**src/rtl/bp_be_scoreboard.sv**
```systemverilog
// Long-latency writeback scoreboard for the backend issue stage.
// Tracks integer and FP destination registers with writebacks in flight, reports
// read-after-write hazards for the instruction in issue, and counts outstanding ops.
module bp_be_scoreboard #(
    parameter int unsigned max_pending_p = 4,
    parameter int unsigned cnt_width_lp  = $clog2(max_pending_p + 1)
) (
    input  logic                    clk_i,
    input  logic                    reset_i,

    input  logic                    issue_v_i,
    input  logic                    issue_iwb_v_i,
    input  logic                    issue_fwb_v_i,
    input  logic [4:0]              issue_rd_addr_i,

    input  logic                    clear_v_i,
    input  logic                    clear_fwb_i,
    input  logic [4:0]              clear_rd_addr_i,

    input  logic [4:0]              rs1_addr_i,
    input  logic [4:0]              rs2_addr_i,
    input  logic [4:0]              rs3_addr_i,
    input  logic                    irs1_v_i,
    input  logic                    irs2_v_i,
    input  logic                    frs1_v_i,
    input  logic                    frs2_v_i,
    input  logic                    frs3_v_i,

    output logic                    haz_v_o,
    output logic                    full_o,
    output logic                    empty_o,
    output logic [cnt_width_lp-1:0] pending_cnt_o
);

    logic [31:0]             int_pend_r, int_pend_n;
    logic [31:0]             fp_pend_r, fp_pend_n;
    logic [cnt_width_lp-1:0] cnt_r, cnt_n;

    logic issue_accept;
    logic clear_dec;

    assign full_o        = (cnt_r == cnt_width_lp'(max_pending_p));
    assign empty_o       = (cnt_r == '0);
    assign pending_cnt_o = cnt_r;

    // Issue is dropped when full; a clear only counts down while something is pending.
    assign issue_accept = issue_v_i & ~full_o;
    assign clear_dec    = clear_v_i & ~empty_o;

    // Next-state pending vectors: clear first, then set, so a same-register set wins.
    always_comb begin
        int_pend_n = int_pend_r;
        fp_pend_n  = fp_pend_r;
        if (clear_v_i) begin
            if (clear_fwb_i) fp_pend_n[clear_rd_addr_i]  = 1'b0;
            else             int_pend_n[clear_rd_addr_i] = 1'b0;
        end
        if (issue_accept) begin
            if (issue_iwb_v_i) int_pend_n[issue_rd_addr_i] = 1'b1;
            if (issue_fwb_v_i) fp_pend_n[issue_rd_addr_i]  = 1'b1;
        end
        // x0 is hardwired zero and can never be a hazard source.
        int_pend_n[0] = 1'b0;
    end

    // Next-state counter: issue and clear in the same cycle cancel out.
    always_comb begin
        cnt_n = cnt_r;
        if (issue_accept && !clear_dec) begin
            cnt_n = cnt_r + cnt_width_lp'(1);
        end else if (!issue_accept && clear_dec) begin
            cnt_n = cnt_r - cnt_width_lp'(1);
        end
    end

    // State registers with synchronous reset overriding any issue or clear.
    always_ff @(posedge clk_i) begin
        if (reset_i) begin
            int_pend_r <= '0;
            fp_pend_r  <= '0;
            cnt_r      <= '0;
        end else begin
            int_pend_r <= int_pend_n;
            fp_pend_r  <= fp_pend_n;
            cnt_r      <= cnt_n;
        end
    end

    // Hazard looks only at registered state; no bypass of this cycle's issue or clear.
    always_comb begin
        haz_v_o = (irs1_v_i & int_pend_r[rs1_addr_i])
                | (irs2_v_i & int_pend_r[rs2_addr_i])
                | (frs1_v_i & fp_pend_r[rs1_addr_i])
                | (frs2_v_i & fp_pend_r[rs2_addr_i])
                | (frs3_v_i & fp_pend_r[rs3_addr_i]);
    end

endmodule

```
**config.mk**
```make
export PLATFORM = sky130hd
export DESIGN_NAME = bp_be_scoreboard
export DESIGN_NICKNAME = d
export VERILOG_FILES = /design/src/rtl/bp_be_scoreboard.sv
export SDC_FILE = /design/constraint.sdc
export NUM_CORES = 1
export LEC_CHECK = 0
export BUFFER_PORTS_ARGS = -buffer_cell sky130_fd_sc_hd__clkbuf_2
export CORE_ASPECT_RATIO = 0.5
export CORE_MARGIN = 2
export CORE_UTILIZATION = 40
export DETAILED_ROUTE_END_ITERATION = 6
export MAX_ROUTING_LAYER = met4
export PLACE_DENSITY = 0.6
export SYNTH_ARGS = -nofsm -noshare
export SYNTH_HDL_FRONTEND = slang
export SYNTH_SLANG_ARGS = --single-unit
```
**constraint.sdc**
```tcl
create_clock -name clk_i -period 2.6 [get_ports clk_i]
set_input_delay 0.13 -clock clk_i [delete_from_list [all_inputs] [get_ports clk_i]]
set_output_delay 0.13 -clock clk_i [all_outputs]
set_load 0.05 [all_outputs]
```
==> out/results.tsv, run 1 <==
stage	metric	value	unit
placement	gp weighted congestion	0.9132	
worst_setup_path	Crit-path slowest cell	mux4_2	
sta	endpoints failing setup	0	
clocking	root buffer cell	clkbuf_16	
clocking	clk_lat worst skew	0.34	ns
worst_setup_path	CP most frequent cell	mux4_2	
floorplan	DIE HEIGHT	74.53	um
sta	Tightest Pin Transition	0.7211	ns
yosys	top-count cell post-synth	nand2_1	
yosys	cell area after synthesis	0.003979	mm^2
global_route	initial antenna violation count	0	
worst_setup_path	CP bufs+invs	1	
power	Net Sw Frac	0.2860	
yosys	syn avg cell area	9.147	um^2
worst_setup_path	crit path launch type	flop	
placement	PortBufs	42	
finish	share of layout cells above drive strength 1	0.2887	
yosys	Post-Syn Nets	474	
finish	Final Cell Area	0.004721	mm^2
worst_setup_path	Max FO, Critical Path	4	
worst_setup_path	kind of critical path	reg -> out	
floorplan	Top Ports	43	
detailed_routing	vias	3692	
sta	Slew Viols, Final	0	
global_route	pin count of the biggest net entering global routing	33	
detailed_routing	ANT nets after route	0	
clocking	H-Tree Depth	3	
min_path	Worst Hold Class	in -> reg	
clocking	# clock sinks	66	
floorplan	die area	0.01081	mm^2
sta	fmax	0.3893	GHz
finish	Fill cells	929	
clocking	clock slew at reported path FFs	0.06	ns
worst_setup_path	Crit path max-delay family	multiplexers	
detailed_routing	Avg Vias per Cell	5.955	
outcome	outcome	completed	
power	Clock Power Share	0.446	
global_route	global route overflow	0	
yosys	Syn Inst Count	435	
detailed_routing	DRT Pass-1 Iters	5	
worst_setup_path	CP max stage delay	0.50	ns
placement	Final HPWL DP	8958	um
global_route	Global Route Usage Sum	0.2543	
sta	Setup WS post-layout	0.03158	ns
yosys	Synth area leaders	dfxtp_1 33%, mux4_2 16%, a21oi_1 8.3%	
finish	area grow syn2layout	18.65	%
power	Pwr per Cell Area	614.6	mW/mm^2
clocking	CTS max path bufs	2	
yosys	Ys Warns	0	
power	Static Leak	1.675	nW
sta	Tcrit/Tclk final	0.9879	
finish	diode count	0	
detailed_routing	DRC	0	
detailed_routing	total wire length	12370	um
yosys	Synth top cells by count	73 x nand2_1, 66 x a21oi_1, 66 x dfxtp_1, 65 x o21ai_0, 28 x mux4_2	
power	P_int	2.071	mW
floorplan	Starting Density	0.4170	
placement	Setup WS pre-CTS	0.1652	ns
global_route	first-pass GRT wire length	19750	um
placement	Placed Instance Area	0.004392	mm^2
yosys	post-synthesis cell type count	40	
finish	Final #Nets	519	
sta	worst rel slew slack	0.5175	
sta	final hold vios	0	
floorplan	die width	145.0	um
yosys	ys async rst share	0	
clocking	CTS tree	yes	
power	Comb power frac	0.183	
floorplan	Core Box Area	0.009540	mm^2
yosys	Seq/Total Area, Yosys	0.3321	
yosys	Post-synth EDFFs	0	
yosys	area leader, netlist	dfxtp_1	
power	Seq pwr share	0.371	
power	Peak supply drop	0.3328	mV
worst_setup_path	arrival time at the worst endpoint	2.44	ns
global_route	vias in the first global route	3435	
sta	clk_skew	0.005672	ns
clocking	# hold bufs at CTS	0	
power	NetSw	0.8298	mW
worst_setup_path	Crit. End Element	output pin	
flow_run	max_cap viols	0	
sta	post-layout min period	2.568	ns
worst_setup_path	CP Data Required Time	2.47	ns
detailed_routing	Avg WL per Cell	19.96	um
worst_setup_path	worst-path cell chain	mux4_2 > mux2_4 > mux4_2 > a32oi_1 > nand4_1 > buf_8	
yosys	share of the synthesized area in the top cell type	0.3321	
yosys	Yosys reg bits	66	
floorplan	# rows	25	
sta	RSZ-0062 raised after global routing	true	
detailed_routing	Initial DRC Count	411	
yosys	main flop type after synthesis	dfxtp_1	
sta	Hold WS	0.1548	ns
sta	Setup TNS	0	ns
clocking	CTS buffer count	9	
==> final timing paths <==
check	start	end	cells past startpoint	slack, ns
setup reg to reg	pending_cnt_o[2]	pending_cnt_o[2]	8	0.43
hold / removal	reset_i	fp_pend_r[30]	2	0.15
setup / recovery	fp_pend_r[7]	haz_v_o	6	0.03
hold reg to reg	int_pend_r[4]	int_pend_r[4]	2	0.49
==> state kept, by name, summed over array words and instances, names as in the netlist <==
name / flops
fp_pend_r: 32
pending_cnt_o: 3
int_pend_r: 31
==> cell type report <==
cell class / instances / area (um^2) / share of cell area
multi-input cells: 337 / 2511 / 0.5319
clock buffers: 15 / 287.8 / 0.06096
clock inverters: 1 / 30.03 / 0.006361
inverters: 5 / 18.77 / 0.003976
flip-flops and latches: 66 / 1341 / 0.2841
well taps: 135 / 168.9 / 0.03578
repair buffers: 61 / 362.8 / 0.07686
==> power by group through the flow <==
stage / Sequential (mW) / Clock [mW] / Combinational [mW]
CTS: 1.07 / 1.31 / 0.524
global placement: 1.10 / 0 / 0.514
detailed placement: 1.10 / 0 / 0.518
finish: 1.07 / 1.29 / 0.532
global route: 1.08 / 1.34 / 0.573
floorplan: 1.14 / 0 / 0.314
==> logic make-up after synthesis <==
logic type | synth area share
xor+xnor | 0.004403
compound gates | 0.1943
simple gates | 0.1528
flops | 0.3321
fa+ha+maj | 0.008176
mux | 0.2752
buf+inv | 0.03302
==> metrics by stage <==
step,utilization,cells,power (mW)
finish,0.4948,620,2.901
global route,0.4948,620,2.994
CTS,0.4934,619,2.908
detailed placement,0.4603,603,1.614
global placement,0.4603,603,1.609
floorplan,-,435,1.457
==> placed cells by master, fill, tap and decap left out, drive strengths merged, types with 8 or more instances in the layout <==
cell | synthesis | routed
o21ai | 65 | 65
mux4 | 38 | 38
mux2 | 9 | 9
dfxtp | 66 | 66
nand2 | 73 | 73
buf | 7 | 20
clkbuf | 20 | 56
nor2 | 15 | 15
mux2i | 10 | 10
nor2b | 8 | 8
a21oi | 66 | 66
==> per-layer routing <==
layer	GRT usage	share of wire	vias up
li1	-	-	1713
met4	0.09571	0.023	0
met3	0.05951	0.077	21
met1	0.3474	0.47	1808
met2	0.3698	0.43	150
met5	-	0	-
==> timing repair <==
| item | 4_1_cts | 5_1_grt |
|---|---|---|
| setup buffers | 0 | 1 |
| pin swaps | 2 | 2 |
| resized for setup | 5 | 23 |
| endpoints found under the setup margin | 1 | 1 |
| endpoints found under the hold margin | 0 | 0 |
Note: power is estimated with default switching activity, not from simulation.
==> run 2, diff against run 1 <==
Settings changed: CELL_PAD_IN_SITES_DETAIL_PLACEMENT set to 1, CELL_PAD_IN_SITES_GLOBAL_PLACEMENT set to 1, PLACE_DENSITY 0.6 to 0.74.
==> out/results.tsv, run 2 (synthesis results as in run 1) <==
stage	metric	value	unit	change
sta	fmax	0.3776	GHz	was 0.3893 GHz
placement	Final HPWL DP	10310	um	was 8958 um
global_route	initial antenna violation count	0		unchanged
finish	max reg flops	32		unchanged
finish	area grow syn2layout	18.49	%	was 18.65%
worst_setup_path	Crit path max-delay family	multiplexers		unchanged
detailed_routing	Avg Vias per Cell	6.267		was 5.955
detailed_routing	DRC	0		unchanged
clocking	H-Tree Depth	3		unchanged
sta	endpoints failing setup	1		was 0
worst_setup_path	CP Data Required Time	2.47	ns	about the same
clocking	# clock sinks	66		unchanged
floorplan	Core Box Area	0.009540	mm^2	unchanged
sta	Hold WS	0.3098	ns	was 0.1548 ns
worst_setup_path	CP bufs+invs	1		unchanged
floorplan	Top Ports	43		unchanged
sta	worst rel slew slack	0.3593		was 0.5175
min_path	Worst Hold Class	in -> reg		unchanged
outcome	failing checks	negative setup slack		
clocking	root buffer cell	clkbuf_16		unchanged
clocking	CTS buffer count	9		unchanged
sta	Setup WS post-layout	-0.04796	ns	was 0.03158 ns
worst_setup_path	Max FO, Critical Path	4		unchanged
finish	Biggest register	fp_pend_r		unchanged
sta	post-layout min period	2.648	ns	was 2.568 ns
floorplan	die width	145.0	um	unchanged
floorplan	# rows	25		unchanged
sta	final hold vios	0		unchanged
global_route	pin count of the biggest net entering global routing	67		was 33
worst_setup_path	Crit-path slowest cell	mux4_2		unchanged
sta	Tcrit/Tclk final	1.018		was 0.9879
finish	share of layout cells above drive strength 1	0.2922		was 0.2887
detailed_routing	ANT nets after route	0		unchanged
floorplan	die area	0.01081	mm^2	unchanged
global_route	Global Route Usage Sum	0.2820		was 0.2543
clocking	CTS max path bufs	2		unchanged
finish	Final #Nets	522		was 519
sta	Setup TNS	-0.04796	ns	was 0 ns
clocking	clk_lat worst skew	0.34	ns	about the same
floorplan	DIE HEIGHT	74.53	um	unchanged
detailed_routing	vias	3892		was 3692
global_route	global route overflow	0		unchanged
finish	most frequent cells in the layout	73 x nand2_1, 66 x a21oi_1, 65 x o21ai_0		unchanged
sta	RSZ-0062 raised after global routing	true		unchanged
detailed_routing	DRT Pass-1 Iters	5		unchanged
flow_run	max_cap viols	0		unchanged
worst_setup_path	CP max stage delay	0.49	ns	was 0.50 ns
worst_setup_path	kind of critical path	reg -> out		unchanged
clocking	clock slew at reported path FFs	0.05	ns	was 0.06 ns
detailed_routing	total wire length	14300	um	was 12370 um
worst_setup_path	crit path launch type	flop		unchanged
global_route	vias in the first global route	3881		was 3435
floorplan	Starting Density	0.4170		unchanged
placement	gp weighted congestion	0.9493		was 0.9132
outcome	outcome	complete, but fails checks		was completed
sta	Tightest Pin Transition	0.9538	ns	was 0.7211 ns
placement	PortBufs	42		unchanged
finish	post-route core utilization	0.4942		was 0.4948
worst_setup_path	Crit. End Element	output pin		unchanged
power	Pwr per Cell Area	587.3	mW/mm^2	was 614.6 mW/mm^2
finish	diode count	0		unchanged
clocking	CTS tree	yes		unchanged
finish	Final Cell Area	0.004715	mm^2	was 0.004721 mm^2
power	Peak supply drop	0.2946	mV	was 0.3328 mV
detailed_routing	Initial DRC Count	380		was 411
worst_setup_path	worst-path cell chain	mux4_1 > mux2_2 > mux4_2 > a32oi_2 > nand4_1 > buf_8		was mux4_2 > mux2_4 > mux4_2 > a32oi_1 > nand4_1 > buf_8
sta	Slew Viols, Final	0		unchanged
worst_setup_path	arrival time at the worst endpoint	2.52	ns	was 2.44 ns
sta	clk_skew	0.003940	ns	was 0.005672 ns
global_route	first-pass GRT wire length	22030	um	was 19750 um
detailed_routing	Avg WL per Cell	23.02	um	was 19.96 um
clocking	# hold bufs at CTS	0		unchanged
finish	commonest non-fill, non-tap cell in the layout	nand2_1		unchanged
placement	Placed Instance Area	0.004399	mm^2	was 0.004392 mm^2
power	Static Leak	1.680	nW	was 1.675 nW
power	total power	2.769	mW	was 2.901 mW
-- run 2: what timing repair did --
| action | in CTS | in global routing |
|---|---|---|
| gates resized for setup | 19 | 8 |
| pin swaps | 2 | 2 |
| buffers inserted | 3 | 0 |
| endpoints found under the setup margin | 1 | 1 |
-- run 2: metal layers --
metal | GRT usage | wire [um] | up-vias
met2 | 0.4344 | 6350 | 164
met4 | 0.09461 | 245 | 0
met3 | 0.06933 | 1055 | 28
met1 | 0.3693 | 6643 | 1981
li1 | - | - | 1719
met5 | - | 0 | -
-- run 2: report_power, final --
part           switching [mW]  internal (mW)
Clock                   0.436          0.710
Combinational           0.357          0.189
Sequential             0.0390           1.04
Total                   0.832           1.94
-- run 2: cell type report --
| cell class | count | area (um^2) |
|---|---|---|
| clock buffers | 12 | 266.5 |
| flip-flops and latches | 66 | 1340 |
| multi-input cells | 337 | 2522 |
| inverters | 5 | 18.77 |
| well taps | 135 | 168.9 |
| fillers | 1128 | 4826 |
| clock inverters | 2 | 12.51 |
| repair buffers | 64 | 385.4 |
-- run 2: worst register-to-register path: stages (launching register included) --
cell	delay, ns
dfxtp_1	0.42
or3b_2	0.52
and2_1	0.19
ha_1	0.22
inv_1	0.07
fa_1	0.17
xor2_1	0.08
or3_1	0.30
a21oi_1	0.14
-- run 2: worst paths after layout --
kind,start,end,slack (ns),depth (start not counted)
hold / removal,issue_rd_addr_i[1],int_pend_r[16],0.31,5
setup / recovery,fp_pend_r[20],haz_v_o,-0.05,6
setup reg to reg,pending_cnt_o[2],pending_cnt_o[2],0.42,8
hold reg to reg,int_pend_r[17],int_pend_r[17],0.50,2
-- run 2: per-stage QoR --
| stage | cells | setup slack (ns) |
|---|---|---|
| after floorplan | 435 | 0.1113 |
| after global placement | 604 | 0.2222 |
| after detailed placement | 604 | 0.1519 |
| after CTS | 621 | 0.001753 |
| after global routing | 621 | -0.08502 |
| final | 621 | -0.04796 |
==> run 3, diff against run 2 <==
Settings changed: BUFFER_PORTS_ARGS -buffer_cell sky130_fd_sc_hd__clkbuf_2 to -buffer_cell sky130_fd_sc_hd__buf_4.
==> out/results.tsv, run 3 (synthesis results as in run 1) <==
stage	metric	value	unit	change
worst_setup_path	kind of critical path	reg -> out		unchanged
clocking	clk_lat worst skew	0.34	ns	about the same
clocking	CTS tree	yes		unchanged
clocking	root buffer cell	clkbuf_16		unchanged
sta	Tightest Pin Transition	0.7900	ns	was 0.9538 ns
finish	share of layout cells above drive strength 1	0.2369		was 0.2922
finish	Final Cell Area	0.004733	mm^2	was 0.004715 mm^2
finish	most frequent cells in the layout	73 x nand2_1, 66 x a21oi_1, 65 x o21ai_0		unchanged
floorplan	# rows	25		unchanged
placement	DP Cell Count	597		was 604
worst_setup_path	crit path launch type	flop		unchanged
sta	fmax	0.3918	GHz	was 0.3776 GHz
sta	Hold WS	0.2670	ns	was 0.3098 ns
sta	Tcrit/Tclk final	0.9817		was 1.018
clocking	clock slew at reported path FFs	0.05	ns	about the same
sta	RSZ-0062 raised after global routing	false		was true
global_route	Global Route Usage Sum	0.2769		was 0.2820
finish	commonest non-fill, non-tap cell in the layout	nand2_1		unchanged
detailed_routing	ANT nets after route	0		unchanged
sta	post-layout min period	2.552	ns	was 2.648 ns
detailed_routing	Initial DRC Count	367		was 380
worst_setup_path	Max FO, Critical Path	4		unchanged
global_route	global route overflow	0		unchanged
finish	Fill cells	1121		was 1128
detailed_routing	Avg WL per Cell	22.35	um	was 23.02 um
worst_setup_path	Crit. End Element	output pin		unchanged
floorplan	Starting Density	0.4170		unchanged
floorplan	DIE HEIGHT	74.53	um	unchanged
finish	final cell count without fillers	612		was 621
placement	gp weighted congestion	0.8897		was 0.9493
clocking	setup bufs post-CTS	0		was 3
sta	final hold vios	0		unchanged
detailed_routing	DRT Pass-1 Iters	4		was 5
placement	Placed Instance Area	0.004452	mm^2	was 0.004399 mm^2
flow_run	max_cap viols	0		unchanged
floorplan	Top Ports	43		unchanged
finish	Final #Nets	512		was 522
power	Static Leak	1.680	nW	about the same
clocking	H-Tree Depth	3		unchanged
finish	post-route core utilization	0.4961		was 0.4942
finish	sequential cell area	0.001324	mm^2	was 0.001340 mm^2
worst_setup_path	CP Data Required Time	2.47	ns	about the same
power	Pwr per Cell Area	599.1	mW/mm^2	was 587.3 mW/mm^2
min_path	Worst Hold Class	in -> reg		unchanged
global_route	initial antenna violation count	0		unchanged
placement	Setup WS pre-CTS	0.2992	ns	was 0.1519 ns
placement	Final HPWL DP	9768	um	was 10310 um
clocking	CTS buffer count	9		unchanged
clocking	# clock sinks	66		unchanged
detailed_routing	DRC	0		unchanged
sta	Slew Viols, Final	0		unchanged
global_route	first-pass GRT wire length	21560	um	was 22030 um
sta	Setup WS post-layout	0.04769	ns	was -0.04796 ns
outcome	outcome	completed		was complete, but fails checks
finish	max reg flops	32		unchanged
placement	PortBufs	42		unchanged
finish	diode count	0		unchanged
detailed_routing	vias	3762		was 3892
worst_setup_path	arrival time at the worst endpoint	2.42	ns	was 2.52 ns
detailed_routing	Avg Vias per Cell	6.147		was 6.267
floorplan	die area	0.01081	mm^2	unchanged
floorplan	die width	145.0	um	unchanged
global_route	pin count of the biggest net entering global routing	67		unchanged
power	Peak supply drop	0.3077	mV	was 0.2946 mV
finish	area grow syn2layout	18.96	%	was 18.49%
finish	multi-input logic area	0.002526	mm^2	was 0.002522 mm^2
sta	worst rel slew slack	0.4714		was 0.3593
floorplan	Core Box Area	0.009540	mm^2	unchanged
sta	endpoints failing setup	0		was 1
finish	Biggest register	fp_pend_r		unchanged
global_route	vias in the first global route	3737		was 3881
power	total power	2.836	mW	was 2.769 mW
sta	Setup TNS	0	ns	was -0.04796 ns
clocking	CTS max path bufs	2		unchanged
sta	clk_skew	0.005913	ns	was 0.003940 ns
detailed_routing	total wire length	13680	um	was 14300 um
==> run 3: changes by cell type in the layout (fill, tap and decap cells not counted), moves of 2 or more <==
cell,before,now
dfxtp_2,15,2
mux4_2,35,31
clkbuf_8,3,1
clkbuf_1,0,2
clkbuf_2,41,0
mux4_1,3,7
dfxtp_1,51,64
buf_4,22,53
==> run 3: final timing paths <==
kind                      startpoint                to  slack [ns]  depth (start not counted)
setup / recovery        fp_pend_r[2]           haz_v_o        0.05                          6
hold / removal    issue_rd_addr_i[1]    int_pend_r[24]        0.27                          5
hold reg to reg       int_pend_r[17]    int_pend_r[17]        0.49                          2
setup reg to reg    pending_cnt_o[2]  pending_cnt_o[2]        0.40                          8
==> run 3: report_power, final <==
part | total [mW] | switching [mW] | leakage [nW] | internal (mW)
clock | 1.19 | 0.434 | 0.142 | 0.760
combinational | 0.565 | 0.353 | 1.00 | 0.212
sequential | 1.08 | 0.0391 | 0.534 | 1.04
==> run 3: timing repair <==
action                     CTS  global route
gates resized for setup      0             6
hold buffers                 0             0
setup endpoints to repair    0             1
==> run 3: layer usage <==
metal | vias to the layer above | global-route usage | part of all wire
met5 | - | - | 0
met4 | 0 | 0.08581 | 0.018
met3 | 23 | 0.07853 | 0.076
li1 | 1701 | - | -
met1 | 1898 | 0.3651 | 0.47
met2 | 140 | 0.4175 | 0.44
==> run 3: worst max-delay path, stage by stage, from the launching register on <==
cell	delay, ns
dfxtp_1	0.34
mux4_1	0.52
mux2_2	0.27
mux4_2	0.45
a32oi_1	0.16
nand4_1	0.15
buf_6	0.19
==> run 3: layout make-up <==
type                            instances  share of cell area
Clock buffer                           12             0.05207
Multi-Input combinational cell        337              0.5337
Inverter                                5            0.003965
Sequential cell                        66              0.2797
Clock inverter                          3            0.008459
Tap cell                              135             0.03569
Timing Repair Buffer                   54             0.08644
